File: src/rtl/axi_lite_regs_pkg.sv
// rtl/axi_lite_regs_pkg.sv - shared response codes and FSM state types for the AXI-Lite register slave
package axi_lite_regs_pkg;
  typedef logic [1:0] resp_t;
  localparam resp_t RESP_OKAY   = 2'b00;
  localparam resp_t RESP_SLVERR = 2'b10;

  typedef enum logic {W_IDLE, W_RESP} w_state_e;
  typedef enum logic {R_IDLE, R_RESP} r_state_e;
endpackage

File: src/rtl/axi_lite_regs_bank.sv
// rtl/axi_lite_regs_bank.sv - register storage with byte-strobe writes and per-register write pulses
module axi_lite_regs_bank #(
  parameter int                               DATA_WIDTH = 32,
  parameter int                               NUM_REGS   = 8,
  parameter logic [NUM_REGS*DATA_WIDTH-1:0]   RESET_VAL  = '0,
  parameter int                               IDX_W      = (NUM_REGS > 1) ? $clog2(NUM_REGS) : 1
) (
  input  logic                           clk_i,
  input  logic                           rst_i,
  input  logic                           wr_en_i,
  input  logic [IDX_W-1:0]               wr_idx_i,
  input  logic [DATA_WIDTH-1:0]          wr_data_i,
  input  logic [DATA_WIDTH/8-1:0]        wr_strb_i,
  output logic [NUM_REGS*DATA_WIDTH-1:0] reg_q_o,
  output logic [NUM_REGS-1:0]            wr_pulse_o
);
  logic [NUM_REGS*DATA_WIDTH-1:0] regs_d, regs_q;
  logic [NUM_REGS-1:0]            pulse_d, pulse_q;

  always_comb begin
    regs_d  = regs_q;
    pulse_d = '0;
    if (wr_en_i) begin
      for (int i = 0; i < NUM_REGS; i++) begin
        if (wr_idx_i == IDX_W'(i)) begin
          for (int b = 0; b < DATA_WIDTH/8; b++) begin
            if (wr_strb_i[b]) regs_d[i*DATA_WIDTH + b*8 +: 8] = wr_data_i[b*8 +: 8];
          end
          // A write with no strobed bytes changes nothing, so it is not announced.
          pulse_d[i] = |wr_strb_i;
        end
      end
    end
  end

  always_ff @(posedge clk_i) begin
    if (rst_i) begin
      regs_q  <= RESET_VAL;
      pulse_q <= '0;
    end else begin
      regs_q  <= regs_d;
      pulse_q <= pulse_d;
    end
  end

  assign reg_q_o    = regs_q;
  assign wr_pulse_o = pulse_q;
endmodule

File: src/rtl/axi_lite_regs_slave.sv
// rtl/axi_lite_regs_slave.sv - AXI-Lite slave with independent write/read FSMs; AXI_LITE_REGS_SLVERR_EN enables SLVERR on out-of-range
module axi_lite_regs_slave
  import axi_lite_regs_pkg::*;
#(
  parameter int                             ADDR_WIDTH = 32,
  parameter int                             DATA_WIDTH = 32,
  parameter int                             NUM_REGS   = 8,
  parameter logic [NUM_REGS*DATA_WIDTH-1:0] RESET_VAL  = '0
) (
  input  logic                           clk_i,
  input  logic                           rst_i,
  input  logic [ADDR_WIDTH-1:0]          aw_addr_i,
  input  logic                           aw_valid_i,
  output logic                           aw_ready_o,
  input  logic [DATA_WIDTH-1:0]          w_data_i,
  input  logic [DATA_WIDTH/8-1:0]        w_strb_i,
  input  logic                           w_valid_i,
  output logic                           w_ready_o,
  output logic [1:0]                     b_resp_o,
  output logic                           b_valid_o,
  input  logic                           b_ready_i,
  input  logic [ADDR_WIDTH-1:0]          ar_addr_i,
  input  logic                           ar_valid_i,
  output logic                           ar_ready_o,
  output logic [DATA_WIDTH-1:0]          r_data_o,
  output logic [1:0]                     r_resp_o,
  output logic                           r_valid_o,
  input  logic                           r_ready_i,
  output logic [NUM_REGS*DATA_WIDTH-1:0] reg_q_o,
  output logic [NUM_REGS-1:0]            wr_pulse_o
);
  localparam int OFFS   = $clog2(DATA_WIDTH/8);
  localparam int WIDX_W = ADDR_WIDTH - OFFS;
  localparam int IDX_W  = (NUM_REGS > 1) ? $clog2(NUM_REGS) : 1;
  localparam logic [WIDX_W-1:0] NUM_REGS_W = WIDX_W'(NUM_REGS);
`ifdef AXI_LITE_REGS_SLVERR_EN
  localparam resp_t OOR_RESP = RESP_SLVERR;
`else
  localparam resp_t OOR_RESP = RESP_OKAY;
`endif

  w_state_e                w_state_d, w_state_q;
  logic                    aw_seen_d, aw_seen_q, w_seen_d, w_seen_q;
  logic [WIDX_W-1:0]       aw_idx_d, aw_idx_q;
  logic [DATA_WIDTH-1:0]   w_data_d, w_data_q;
  logic [DATA_WIDTH/8-1:0] w_strb_d, w_strb_q;
  resp_t                   b_resp_d, b_resp_q;
  r_state_e                r_state_d, r_state_q;
  logic [DATA_WIDTH-1:0]   r_data_d, r_data_q;
  resp_t                   r_resp_d, r_resp_q;

  logic                    aw_rdy, w_rdy, aw_hs, w_hs, wr_en;
  logic [WIDX_W-1:0]       cm_idx, ar_idx;
  logic [DATA_WIDTH-1:0]   cm_data, rd_word;
  logic [DATA_WIDTH/8-1:0] cm_strb;
  logic                    cm_in_range, rd_in_range;
  logic                    unused_addr_lsbs;

  assign unused_addr_lsbs = ^{aw_addr_i[OFFS-1:0], ar_addr_i[OFFS-1:0]};

  // The commit uses whichever half is already latched, otherwise the live bus.
  assign cm_idx      = aw_seen_q ? aw_idx_q : aw_addr_i[ADDR_WIDTH-1:OFFS];
  assign cm_data     = w_seen_q ? w_data_q : w_data_i;
  assign cm_strb     = w_seen_q ? w_strb_q : w_strb_i;
  assign cm_in_range = cm_idx < NUM_REGS_W;
  assign ar_idx      = ar_addr_i[ADDR_WIDTH-1:OFFS];
  assign rd_in_range = ar_idx < NUM_REGS_W;

  always_comb begin
    w_state_d = w_state_q;
    aw_seen_d = aw_seen_q;
    w_seen_d  = w_seen_q;
    aw_idx_d  = aw_idx_q;
    w_data_d  = w_data_q;
    w_strb_d  = w_strb_q;
    b_resp_d  = b_resp_q;
    aw_rdy    = 1'b0;
    w_rdy     = 1'b0;
    wr_en     = 1'b0;
    aw_hs     = 1'b0;
    w_hs      = 1'b0;
    case (w_state_q)
      W_IDLE: begin
        aw_rdy = !aw_seen_q;
        w_rdy  = !w_seen_q;
        aw_hs  = aw_valid_i && aw_rdy;
        w_hs   = w_valid_i && w_rdy;
        if ((aw_seen_q || aw_hs) && (w_seen_q || w_hs)) begin
          wr_en     = cm_in_range;
          b_resp_d  = cm_in_range ? RESP_OKAY : OOR_RESP;
          aw_seen_d = 1'b0;
          w_seen_d  = 1'b0;
          w_state_d = W_RESP;
        end else begin
          if (aw_hs) begin
            aw_seen_d = 1'b1;
            aw_idx_d  = aw_addr_i[ADDR_WIDTH-1:OFFS];
          end
          if (w_hs) begin
            w_seen_d = 1'b1;
            w_data_d = w_data_i;
            w_strb_d = w_strb_i;
          end
        end
      end
      W_RESP: if (b_ready_i) w_state_d = W_IDLE;
      default: w_state_d = W_IDLE;
    endcase
  end

  // Reads see the registered contents, so a same-cycle write is not visible yet.
  always_comb begin
    rd_word = '0;
    for (int i = 0; i < NUM_REGS; i++) begin
      if (ar_idx == WIDX_W'(i)) rd_word = reg_q_o[i*DATA_WIDTH +: DATA_WIDTH];
    end
  end

  always_comb begin
    r_state_d = r_state_q;
    r_data_d  = r_data_q;
    r_resp_d  = r_resp_q;
    case (r_state_q)
      R_IDLE: if (ar_valid_i) begin
        r_state_d = R_RESP;
        r_data_d  = rd_word;
        r_resp_d  = rd_in_range ? RESP_OKAY : OOR_RESP;
      end
      R_RESP: if (r_ready_i) r_state_d = R_IDLE;
      default: r_state_d = R_IDLE;
    endcase
  end

  always_ff @(posedge clk_i) begin
    if (rst_i) begin
      w_state_q <= W_IDLE;
      aw_seen_q <= 1'b0;
      w_seen_q  <= 1'b0;
      aw_idx_q  <= '0;
      w_data_q  <= '0;
      w_strb_q  <= '0;
      b_resp_q  <= RESP_OKAY;
      r_state_q <= R_IDLE;
      r_data_q  <= '0;
      r_resp_q  <= RESP_OKAY;
    end else begin
      w_state_q <= w_state_d;
      aw_seen_q <= aw_seen_d;
      w_seen_q  <= w_seen_d;
      aw_idx_q  <= aw_idx_d;
      w_data_q  <= w_data_d;
      w_strb_q  <= w_strb_d;
      b_resp_q  <= b_resp_d;
      r_state_q <= r_state_d;
      r_data_q  <= r_data_d;
      r_resp_q  <= r_resp_d;
    end
  end

  assign aw_ready_o = aw_rdy;
  assign w_ready_o  = w_rdy;
  assign b_valid_o  = (w_state_q == W_RESP);
  assign b_resp_o   = b_resp_q;
  assign ar_ready_o = (r_state_q == R_IDLE);
  assign r_valid_o  = (r_state_q == R_RESP);
  assign r_data_o   = r_data_q;
  assign r_resp_o   = r_resp_q;

  axi_lite_regs_bank #(
    .DATA_WIDTH (DATA_WIDTH),
    .NUM_REGS   (NUM_REGS),
    .RESET_VAL  (RESET_VAL),
    .IDX_W      (IDX_W)
  ) u_bank (
    .clk_i      (clk_i),
    .rst_i      (rst_i),
    .wr_en_i    (wr_en),
    .wr_idx_i   (cm_idx[IDX_W-1:0]),
    .wr_data_i  (cm_data),
    .wr_strb_i  (cm_strb),
    .reg_q_o    (reg_q_o),
    .wr_pulse_o (wr_pulse_o)
  );
endmodule

File: config.mk
export PLATFORM = sky130hd
export DESIGN_NAME = axi_lite_regs_slave
export DESIGN_NICKNAME = d
export VERILOG_FILES = /design/src/rtl/axi_lite_regs_pkg.sv /design/src/rtl/axi_lite_regs_bank.sv /design/src/rtl/axi_lite_regs_slave.sv
export SDC_FILE = /design/constraint.sdc
export NUM_CORES = 1
export LEC_CHECK = 0
export CAP_MARGIN = 20
export CORE_MARGIN = 1
export CORE_UTILIZATION = 45
export DETAILED_ROUTE_END_ITERATION = 7
export MAX_ROUTING_LAYER = met4
export PLACE_DENSITY = 0.81
export SLEW_MARGIN = 5
export SYNTH_ARGS = -nofsm -noshare
export SYNTH_HDL_FRONTEND = slang
export SYNTH_HIERARCHICAL = 1
export SYNTH_SLANG_ARGS = --single-unit
File: constraint.sdc
create_clock -name clk_i -period 6.16 [get_ports clk_i]
set_input_delay 0.924 -clock clk_i [delete_from_list [all_inputs] [get_ports clk_i]]
set_output_delay 0.924 -clock clk_i [all_outputs]
set_load 0.01 [all_outputs]
======== Word-level counts from Yosys, hierarchy flattened ========
Index checks and enable logic that the tools add are counted.
cells by class
  equality and inequality tests ........... 14
  multiplexer cells ....................... 25
  bitwise gates (word level) .............. 12
  $lt $le $gt $ge ......................... 1
  reduce and logical (&&, ||, !) cells .... 57
operators with widths
  kind                                                  number
  2-to-1 mux 32 bit                                     9
  equality test 30 x 3 -> 1 bit, second input constant  4
  AND reduction 3 bit                                   34
  equality test 30 x 2 -> 1 bit, second input constant  2
  equality test 30 x 1 -> 1 bit, second input constant  1
  logical NOT 30 bit                                    1
  < comparator 30 x 4 -> 1 bit, second input constant   1
  2-to-1 mux 30 bit                                     1
  OR reduction 3 bit                                    8
  equality test 3 bit, second input constant            4
  2-to-1 mux 1 bit                                      12
  inverter 1 bit                                        12
  equality test 3 x 2 -> 1 bit, second input constant   2
  AND reduction 2 bit                                   3
  2-to-1 mux 4 bit                                      1
  case mux 1 bit (2 select lines)                       2
  nonzero test 2 bit                                    2
  OR reduction 4 bit                                    1
  equality test 3 x 1 -> 1 bit, second input constant   1
  logical AND 1 bit                                     3
  logical NOT 3 bit                                     1
  logical NOT 1 bit                                     2
  logical OR 1 bit                                      2
word-level totals
  bits of input ports ..................... 107
  register bits ........................... 366

======== Longest topological paths before layout ========
Gate-level depths: netlist (run 1).
  depth after elaboration ................. 9
  mapped depth ............................ 11
  mapped depth without buffers ............ 7

======== Cells and area by module ========
The synthesis (run 1) kept the hierarchy.
by module, submodules not included
  module               area each (um2)  cells each  instances
  axi_lite_regs_bank   9863.2           970         1
  axi_lite_regs_slave  6648.9           874         1

======== Least setup slack after synthesis (run 1) ========
OpenSTA, ideal clock, no wires.
  path type ............................... input to register
  start ................................... in aw_addr_i[23]
  end ..................................... reg u_bank.regs_q[32] (netlist: u_bank/reg_q_o[32])
  data arrival time ....................... 2715 ps
  stages .................................. 9
  setup time .............................. 116 ps
  path slack .............................. 3330 ps
  path buffers ............................ 2
  cell sequence ........................... nor4b_1 -> nand4_1 -> o22a_1 -> nor3_1 -> buf_4 -> nand2_1 -> or3_1 -> buf_2 -> a31o_1
between the ends
  cells in the longest elaborated chain, start to end .. 5
RTL lines
  element                               line                       source
  start, declared                       axi_lite_regs_slave.sv:12  input logic [ADDR_WIDTH-1:0] aw_addr_i,
  2-to-1 mux 30 bit                     axi_lite_regs_slave.sv:62  assign cm_idx = aw_seen_q ? aw_idx_q : aw_addr_i[ADDR_WIDTH-1:OFFS];
  < comparator 30 x 4 -> 1 bit          axi_lite_regs_slave.sv:65  assign cm_in_range = cm_idx < NUM_REGS_W;
  2-to-1 mux 1 bit                      axi_lite_regs_slave.sv:88  if ((aw_seen_q || aw_hs) && (w_seen_q || w_hs)) begin
  2-to-1 mux 1 bit                      axi_lite_regs_slave.sv:82  case (w_state_q)
  named net wr_en                       axi_lite_regs_slave.sv:52  logic aw_rdy, w_rdy, aw_hs, w_hs, wr_en;
  AND reduction 3 bit (no source line)  n/a
  end signal, assigned                  axi_lite_regs_bank.sv:41   regs_q <= regs_d;
  end, declared                         axi_lite_regs_bank.sv:17   logic [NUM_REGS*DATA_WIDTH-1:0] regs_d, regs_q;
The timed path passes the listed nets, and every way through them passes these cells.
A chain may end at the register's enable or synchronous reset.

======== Worst setup path in the final report (run 1) ========
  start ................................... in ar_addr_i[13]
  end ..................................... reg r_data_q[3] (netlist: r_data_o[3])
between the ends
  cells in the longest elaborated chain, start to end .. 9
  elaborated cells between the ends (all ways) .. 16
RTL lines
  element                          line                        source
  start, declared                  axi_lite_regs_slave.sv:22   input logic [ADDR_WIDTH-1:0] ar_addr_i,
  logical NOT 30 bit               axi_lite_regs_slave.sv:115  if (ar_idx == WIDX_W'(i)) rd_word = reg_q_o[i*DATA_WIDTH +: DATA_WIDTH];
  2-to-1 mux 32 bit (7 in series)  axi_lite_regs_slave.sv:115
  2-to-1 mux 32 bit *              axi_lite_regs_slave.sv:115
  end signal, assigned             axi_lite_regs_slave.sv:155  r_data_q <= r_data_d;
  end, declared                    axi_lite_regs_slave.sv:49   logic [DATA_WIDTH-1:0] r_data_d, r_data_q;
Mark *: on every way between the ends. The rest lies on a longest branch, timed or not.

==> results of run 1 <==
==> metal layers <==
metal,track usage (%),up-vias,routed length (um)
met5,-,-,0
met4,17.0,0,3250
met3,6.73,183,5490
met2,54.4,847,29900
met1,38.7,7583,24300
li1,-,7060,-
==> registers in the layout, indices dropped and copies added (netlist names) <==
name,count
u_bank/reg_q_o,256
r_data_o,32
w_data_q,32
aw_idx_q,30
u_bank/wr_pulse_o,8
w_strb_q,4
aw_seen_q,1
b_valid_o,1
r_valid_o,1
w_seen_q,1
==> cells in the mapped netlist (34+ instances only) <==
library cell	count
nand2_1	396
dfxtp_1	366
mux2i_1	238
clkbuf_1	116
a21oi_1	104
nor2_1	87
mux2_2	44
a31o_2	40
nor3_1	38
nand2b_1	35
nor4_1	35
o22ai_1	34
==> critical path, stage by stage <==
cell,delay (ps)
clkdlybuf4s50_1,410
nor4_1,490
and4_1,260
buf_4,340
nand2_1,110
or3_2,900
o41ai_1,530
==> stage by stage <==
stage	cell area [um2]	hold WS, ps	utilization, %	power [mW]
after detailed placement	20600	439	57.4	2.95
after global routing	21900	474	61.2	5.49
after global placement	20600	431	57.4	2.94
after CTS	21900	455	61.2	5.35
final	21900	452	61.2	5.35
after floorplan	16500	433	-	2.75
==> final timing paths <==
check | start | to | slack [ps]
worst max-delay path | ar_addr_i[13] | r_data_o[3] | 2550
worst min register to register | r_data_o[7] | r_data_o[7] | 450
worst min-delay path | r_data_o[7] | r_data_o[7] | 450
worst max register to register | w_seen_q | u_bank/reg_q_o[18] | 2900
==> cell families (layout without fill, tap and decap cells) <==
| family | Yosys count | after routing | synth area share [%] |
|---|---|---|---|
| compound gates | 304 | 304 | 12.8 |
| simple gates | 703 | 703 | 19.9 |
| buf+inv | 182 | 501 | 4.66 |
| mux | 288 | 288 | 18.2 |
| flops | 366 | 366 | 44.4 |
| other cells | 1 | 4 | 0.0227 |
==> report_power, final <==
| group | leakage [nW] | switching [mW] | total, mW | internal [mW] |
|---|---|---|---|---|
| clock network | 0.654 | 0.977 | 2.44 | 1.47 |
| logic | 5.36 | 0.315 | 0.491 | 0.176 |
| registers | 2.95 | 0.0225 | 2.41 | 2.39 |
==> cell type report <==
cell class	count	area [um2]
fillers	2988	13900
multi-input cells	1299	8450
flip-flops and latches	366	7330
repair buffers	426	4210
clock buffers	59	1190
well taps	461	577
clock inverters	11	143
inverters	5	23.8
==> results.yml, run 1 <==
setup_path:
  endpoint_kind: "flop"
  arrival_ps: 4020
  worst-path-max-fanout: 27
  start_kind: "input pin"
  worstSetupPathType: "input pin to flop"
  reg2regPathDepth: 6
  required_ps: 6560
sta:
  hold_viol: 0
  fin_crit_ps: 3610
  skew_ps: 16.8
  fmax_mhz: 277
  setup_tns_ps: 0
  setup_ws_ps: 2550
  tightest_slew_ps: 1100
  fin_crit_sh_pct: 58.7
  relSlewSlack_pct: 26.9
  slew_viol_final: 0
  setup_viol: 0
  rsz0062_at_grt: "no"
cells_and_area:
  antenna_cells: 0
  drive_above_1_share_pct: 11.4
  fin_nets: 2244
  final_cell_mix: "399 x clkdlybuf4s50_1, 396 x nand2_1, 365 x dfxtp_1, 238 x mux2i_1, 103 x a21oi_1"
  final_common_cell: "clkdlybuf4s50_1"
  instances_no_fill: 2627
  syn_to_final_growth_pct: 32.8
drt:
  wl_per_cell_um: 23.9
  viasPerCell: 5.97
  dr.pass1.iters: 8
  ant_nets: 0
  wirelength_um: 62900
  drc: 0
  drt_iter0_markers: 1333
  vias: 15673
die:
  ios: 412
  start_util_pct: 46.1
  coreArea_um2: 35800
  dieArea_um2: 37500
  die_x_um: 194
  rows: 69
  dieHeight_um: 194
grt:
  grt_start_max_net_pins: 178
  grt_pass1_wl_um: 94000
  grt_usage_pct: 33.3
  grt_pass1_vias: 15612
  overflow: 0
  antenna_found_initial: 0
clock_network:
  cts.path.max_buffers: 3
  tritoncts: "built"
  clock_sinks: 366
  ctsResizeCount: 0
  cts_setup_buffers: 0
  clkLatencyLatePin_ps: 530
  h-tree-depth: 2
  ctsHoldBuffers: 0
  root_buffer: "clkbuf_16"
  cts_buffers: 39
  clkSlewWorstSetupHoldPaths_ps: 60
synth:
  synth_area_leader_cell: "dfxtp_1"
  syn_area_um2: 16500
  synth.area.top_cells: "dfxtp_1 44%, mux2i_1 14%, nand2_1 9.0%, a21oi_1 3.2%, mux2_2 3.0%"
  avgSynthCellArea_um2: 8.95
  synth_edf_count: 0
  synth_top_area_share_pct: 44.4
  yosysUniqueCellTypes: 54
  async_flop_share_pct: 0
  seq_area_frac_synth_pct: 44.4
  ys.warnings.count: 6
  synth_seq_cells: 366
  synth_cells: 1844
  ys.flop_type: "dfxtp_1"
power:
  leakage_nw: 8.97
  p_per_area_nw_per_um2: 244
  peakVddDrop_mv: 0.176
place:
  dp.final_hpwl_um: 42800
  place_ws_ps: 2090
  place_inst: 2556
  globalplace.congestion: 0.927
  portBuffers: 403
min_path:
  worstHoldPathCells: 2
  hold_class: "flop to flop"
outcome:
  status: "finished clean"
job:
  max_cap_viol_count: 0
(Power assumes the default switching activity.)
==> inputs of run 2 (changes only) <==
==> constraint.sdc (replaced) <==
create_clock -name clk_i -period 3.6 [get_ports clk_i]
set_input_delay 0.54 -clock clk_i [delete_from_list [all_inputs] [get_ports clk_i]]
set_output_delay 0.54 -clock clk_i [all_outputs]
set_load 0.01 [all_outputs]
==> run 2 against run 1 <==
Die area stayed put. Global-route usage is 0.45 points higher. Register-to-register slack worse by 2200 ps.
==> results.yml, run 2 (synthesized netlist as in run 1, its figures left out) <==
min_path:
  hold_class: "input pin to flop"
place:
  dp.final_hpwl_um: 44300
  portBuffers: 403
  placedInstanceArea_um2: 20700
  globalplace.congestion: 0.923
cells_and_area:
  final_core_util_pct: 61.3
  final_common_cell: "clkdlybuf4s50_1"
  drive_above_1_share_pct: 12.2
  fin_nets: 2265
  antenna_cells: 0
  final_cell_mix: "399 x clkdlybuf4s50_1, 396 x nand2_1, 365 x dfxtp_1, 238 x mux2i_1, 103 x a21oi_1"
  final_area_um2: 22000
  largest_reg_flops: 256
  syn_to_final_growth_pct: 33.0
  fill_cells: 2938
power:
  peakVddDrop_mv: 0.313
  leakage_nw: 9.01
  p_per_area_nw_per_um2: 403
  power_mw: 8.85
drt:
  wirelength_um: 63800
  viasPerCell: 6.01
  drc: 0
  wl_per_cell_um: 24.1
  dr.pass1.iters: 8
  vias: 15890
  ant_nets: 0
  drt_iter0_markers: 1317
die:
  dieHeight_um: 194
  rows: 69
  ios: 412
  coreArea_um2: 35800
  dieArea_um2: 37500
  die_x_um: 194
  start_util_pct: 46.1
sta:
  skew_ps: 11.4
  hold_viol: 0
  tightest_slew_ps: 929
  fmax_mhz: 338
  fin_crit_ps: 2960
  fin_crit_sh_pct: 82.1
  setup_viol: 0
  rsz0062_at_grt: "no"
  relSlewSlack_pct: 38.1
  slew_viol_final: 0
  setup_tns_ps: 0
grt:
  grt_pass1_wl_um: 94900
  grt_start_max_net_pins: 118
  antenna_found_initial: 0
  overflow: 0
  grt_pass1_vias: 15700
  grt_usage_pct: 33.8
clock_network:
  clkSlewWorstSetupHoldPaths_ps: 60
  root_buffer: "clkbuf_16"
  cts_setup_buffers: 0
  h-tree-depth: 2
  tritoncts: "built"
  ctsHoldBuffers: 0
  ctsResizeCount: 0
  clock_sinks: 366
  cts_buffers: 39
  cts.path.max_buffers: 3
  clkLatencyLatePin_ps: 530
setup_path:
  worstSetupPathType: "input pin to flop"
  reg2regPathDepth: 8
  arrival_ps: 3340
  cp-startpoint: "aw_valid_i"
  worst-path-max-fanout: 12
  r2r_start: "aw_seen_q"
  crit_end: "u_bank/reg_q_o[171]"
  required_ps: 3990
  r2r_slack_ps: 700
  endpoint_kind: "flop"
  r2r_end: "u_bank/reg_q_o[171]"
  start_kind: "input pin"
outcome:
  status: "finished clean"
job:
  max_cap_viol_count: 0
[run 2: changes by cell type in the layout (fill, tap and decap cells not counted), sizes merged]
cell	before	now
buf	27	48
clkbuf	59	53
clkinv	5	9
bufinv	3	1
inv	6	8
[run 2: critical path, cell delays in order]
cell	delay [ps]
clkdlybuf4s50_1	560
nor4b_1	320
nand4_1	150
o22a_1	240
nor3_2	110
buf_4	250
nand2_1	270
or3_1	680
mux2i_1	210
[run 2: through the flow]
step	cells	worst slack, ps	hold WS, ps
6_report	2646	644	430
5_1_grt	2646	521	420
4_1_cts	2646	728	423
3_5_place_dp	2578	186	438
3_3_place_gp	2578	222	432
2_1_floorplan	1847	1150	433
[run 2: final cells by class]
| type | count | area [um2] | area share, % |
|---|---|---|---|
| Inverter | 5 | 23.8 | 0.108 |
| Tap cell | 461 | 577 | 2.63 |
| Timing Repair Buffer | 447 | 4360 | 19.9 |
| Clock buffer | 53 | 1090 | 4.96 |
| Sequential cell | 366 | 7330 | 33.4 |
| Clock inverter | 15 | 120 | 0.547 |
| Multi-Input combinational cell | 1299 | 8450 | 38.5 |
[run 2: how the worst min path moves through the flow]
stage,from,slack (ps),cells past startpoint,endpoint
4_1_cts,rst_i,420,2,w_data_q[12]
2_1_floorplan,aw_idx_q[0],430,2,aw_idx_q[0]
3_5_place_dp,r_data_o[3],440,2,r_data_o[3]
6_report,rst_i,430,2,w_data_q[12]
5_1_grt,rst_i,420,2,w_data_q[12]
3_3_place_gp,r_data_o[31],430,2,r_data_o[31]
[run 2: per-layer routing]
| metal | up-vias | wire length (um) | GRT usage, % |
|---|---|---|---|
| met3 | 192 | 5470 | 6.78 |
| li1 | 7101 | - | - |
| met5 | - | 0 | - |
| met2 | 899 | 29800 | 54.3 |
| met1 | 7698 | 24800 | 39.4 |
| met4 | 0 | 3710 | 18.9 |
[run 2: where the power goes]
part	leakage [nW]	internal [mW]	switching [mW]
logic	5.46	0.312	0.553
clock network	0.597	2.20	1.66
registers	2.95	4.09	0.0319
==> inputs of run 3 (changes only) <==
==> constraint.sdc (replaced) <==
create_clock -name clk_i -period 3.08 [get_ports clk_i]
set_input_delay 0.462 -clock clk_i [delete_from_list [all_inputs] [get_ports clk_i]]
set_output_delay 0.462 -clock clk_i [all_outputs]
set_load 0.01 [all_outputs]
==> run 3 against run 2 <==
Sequential share of layout area shrank 0.39 points. First-iteration DRC count increased by 7.5%. Count of clock-buffer cells in the layout is 6 higher. Routed wire length shrank 1.2%. Non-clock buffer count increased by 18. Critical path depth decreased by 1. Cell area up 1.2%. Cell count grew 0.76%. Power grew 18%. Combinational power is 18% higher. Clock power increased by 19%. Largest cell class unchanged. Highest routed layer unchanged.
==> results.yml, run 3 (synthesized netlist as in run 1, its figures left out) <==
power:
  leakage_nw: 9.13
  p_per_area_nw_per_um2: 471
  p_comb_share_pct: 9.8
  switching_share_pct: 25.0
  switching_power_mw: 2.62
  seq_power_share_pct: 46.1
  peakVddDrop_mv: 0.366
  p_int_mw: 7.84
  p_clk_share_pct: 44.1
sta:
  fin_crit_ps: 2770
  rsz0062_at_grt: "no"
  fmax_mhz: 361
  fin_crit_sh_pct: 89.8
  relSlewSlack_pct: 40.5
  slew_viol_final: 0
  setup_tns_ps: 0
  tightest_slew_ps: 891
  setup_viol: 0
  skew_ps: 10.2
  hold_viol: 0
outcome:
  status: "finished clean"
die:
  rows: 69
  die_x_um: 194
  dieHeight_um: 194
  coreArea_um2: 35800
  ios: 412
  start_util_pct: 46.1
  dieArea_um2: 37500
clock_network:
  ctsHoldBuffers: 0
  cts_setup_buffers: 0
  root_buffer: "clkbuf_16"
  clkSlewWorstSetupHoldPaths_ps: 60
  clock_sinks: 366
  cts_buffers: 40
  tritoncts: "built"
  clkLatencyLatePin_ps: 520
  ctsResizeCount: 0
  h-tree-depth: 2
  cts.path.max_buffers: 3
drt:
  dr.pass1.iters: 5
  ant_nets: 0
  drt_iter0_markers: 1416
  vias: 15930
  viasPerCell: 5.98
  wirelength_um: 63000
  wl_per_cell_um: 23.6
  drc: 0
grt:
  met2_usage_pct: 53.8
  grt_pass1_wl_um: 94600
  grt_use_met3_pct: 6.71
  grt.busiest_layer: "met2"
  grt_usage_pct: 33.6
  overflow: 0
  grt_start_max_net_pins: 85
  met1_usage_pct: 39.3
  antenna_found_initial: 1
  grt_pass1_vias: 15747
setup_path:
  start_kind: "flop"
  required_ps: 3460
  arrival_ps: 3140
  endpoint_kind: "flop"
  worst-path-max-fanout: 12
  worstSetupPathType: "flop to flop"
cells_and_area:
  syn_to_final_growth_pct: 34.6
  largest_reg_flops: 256
  drive_above_1_share_pct: 12.8
  fill_cells: 2916
  multi_input_area_um2: 8450
  final_core_util_pct: 62.0
  final_cell_mix: "399 x clkdlybuf4s50_1, 396 x nand2_1, 365 x dfxtp_1, 238 x mux2i_1, 103 x a21oi_1"
  fin_nets: 2284
  final_common_cell: "clkdlybuf4s50_1"
  seq_area_um2: 7330
min_path:
  hold_class: "flop to flop"
place:
  dp.final_hpwl_um: 44100
  portBuffers: 403
  globalplace.congestion: 0.919
job:
  max_cap_viol_count: 0
## run 3: path summary, 6_finish.rpt
kind          startpoint                  to  slack, ps  cells past startpoint
min          w_data_q[6]         w_data_q[6]        450                      2
min reg2reg  w_data_q[6]         w_data_q[6]        450                      2
max reg2reg    aw_seen_q  u_bank/reg_q_o[99]        310                      8
max            aw_seen_q  u_bank/reg_q_o[99]        310                      8
## run 3: critical path, cell delays in order, from the launching register on
cell and delay [ps]:
dfxtp_1 520, nor4b_1 330, nand4_1 170, o22a_1 220
nor3_2 160, buf_4 250, and2_1 380, nand3_2 360
mux2i_1 220
## run 3: power groups by stage
stage / clock network (mW) / registers (mW) / logic, mW
2_1_floorplan: 0 / 4.91 / 0.596
3_3_place_gp: 0 / 4.92 / 0.982
3_5_place_dp: 0 / 4.93 / 1.01
4_1_cts: 4.64 / 4.82 / 1.01
5_1_grt: 4.82 / 4.83 / 1.09
6_report: 4.61 / 4.82 / 1.02
## run 3: through the flow
stage          cells  power, mW  instance area, um2  setup slack [ps]  hold slack [ps]
2_1_floorplan   1847       5.51               16500               688              433
3_3_place_gp    2595       5.91               20900             -25.3              438
3_5_place_dp    2596       5.93               21000             -86.4              445
4_1_cts         2665       10.5               22200               313              454
5_1_grt         2666       10.7               22200               130              471
6_report        2666       10.5               22200               313              452
## run 3: area by class of cell
class	count	area share (%)
clock buffers	59	5.19
well taps	461	2.60
diodes	1	0.0113
repair buffers	465	20.7
multi-input cells	1299	38.0
flip-flops and latches	366	33.0
inverters	5	0.107
clock inverters	10	0.383
## run 3: metal layers
| layer | vias to the layer above | share of wire (%) |
|---|---|---|
| met5 | - | 0 |
| met4 | 0 | 6.0 |
| met3 | 192 | 8.9 |
| met2 | 867 | 47 |
| met1 | 7727 | 39 |
| li1 | 7144 | - |
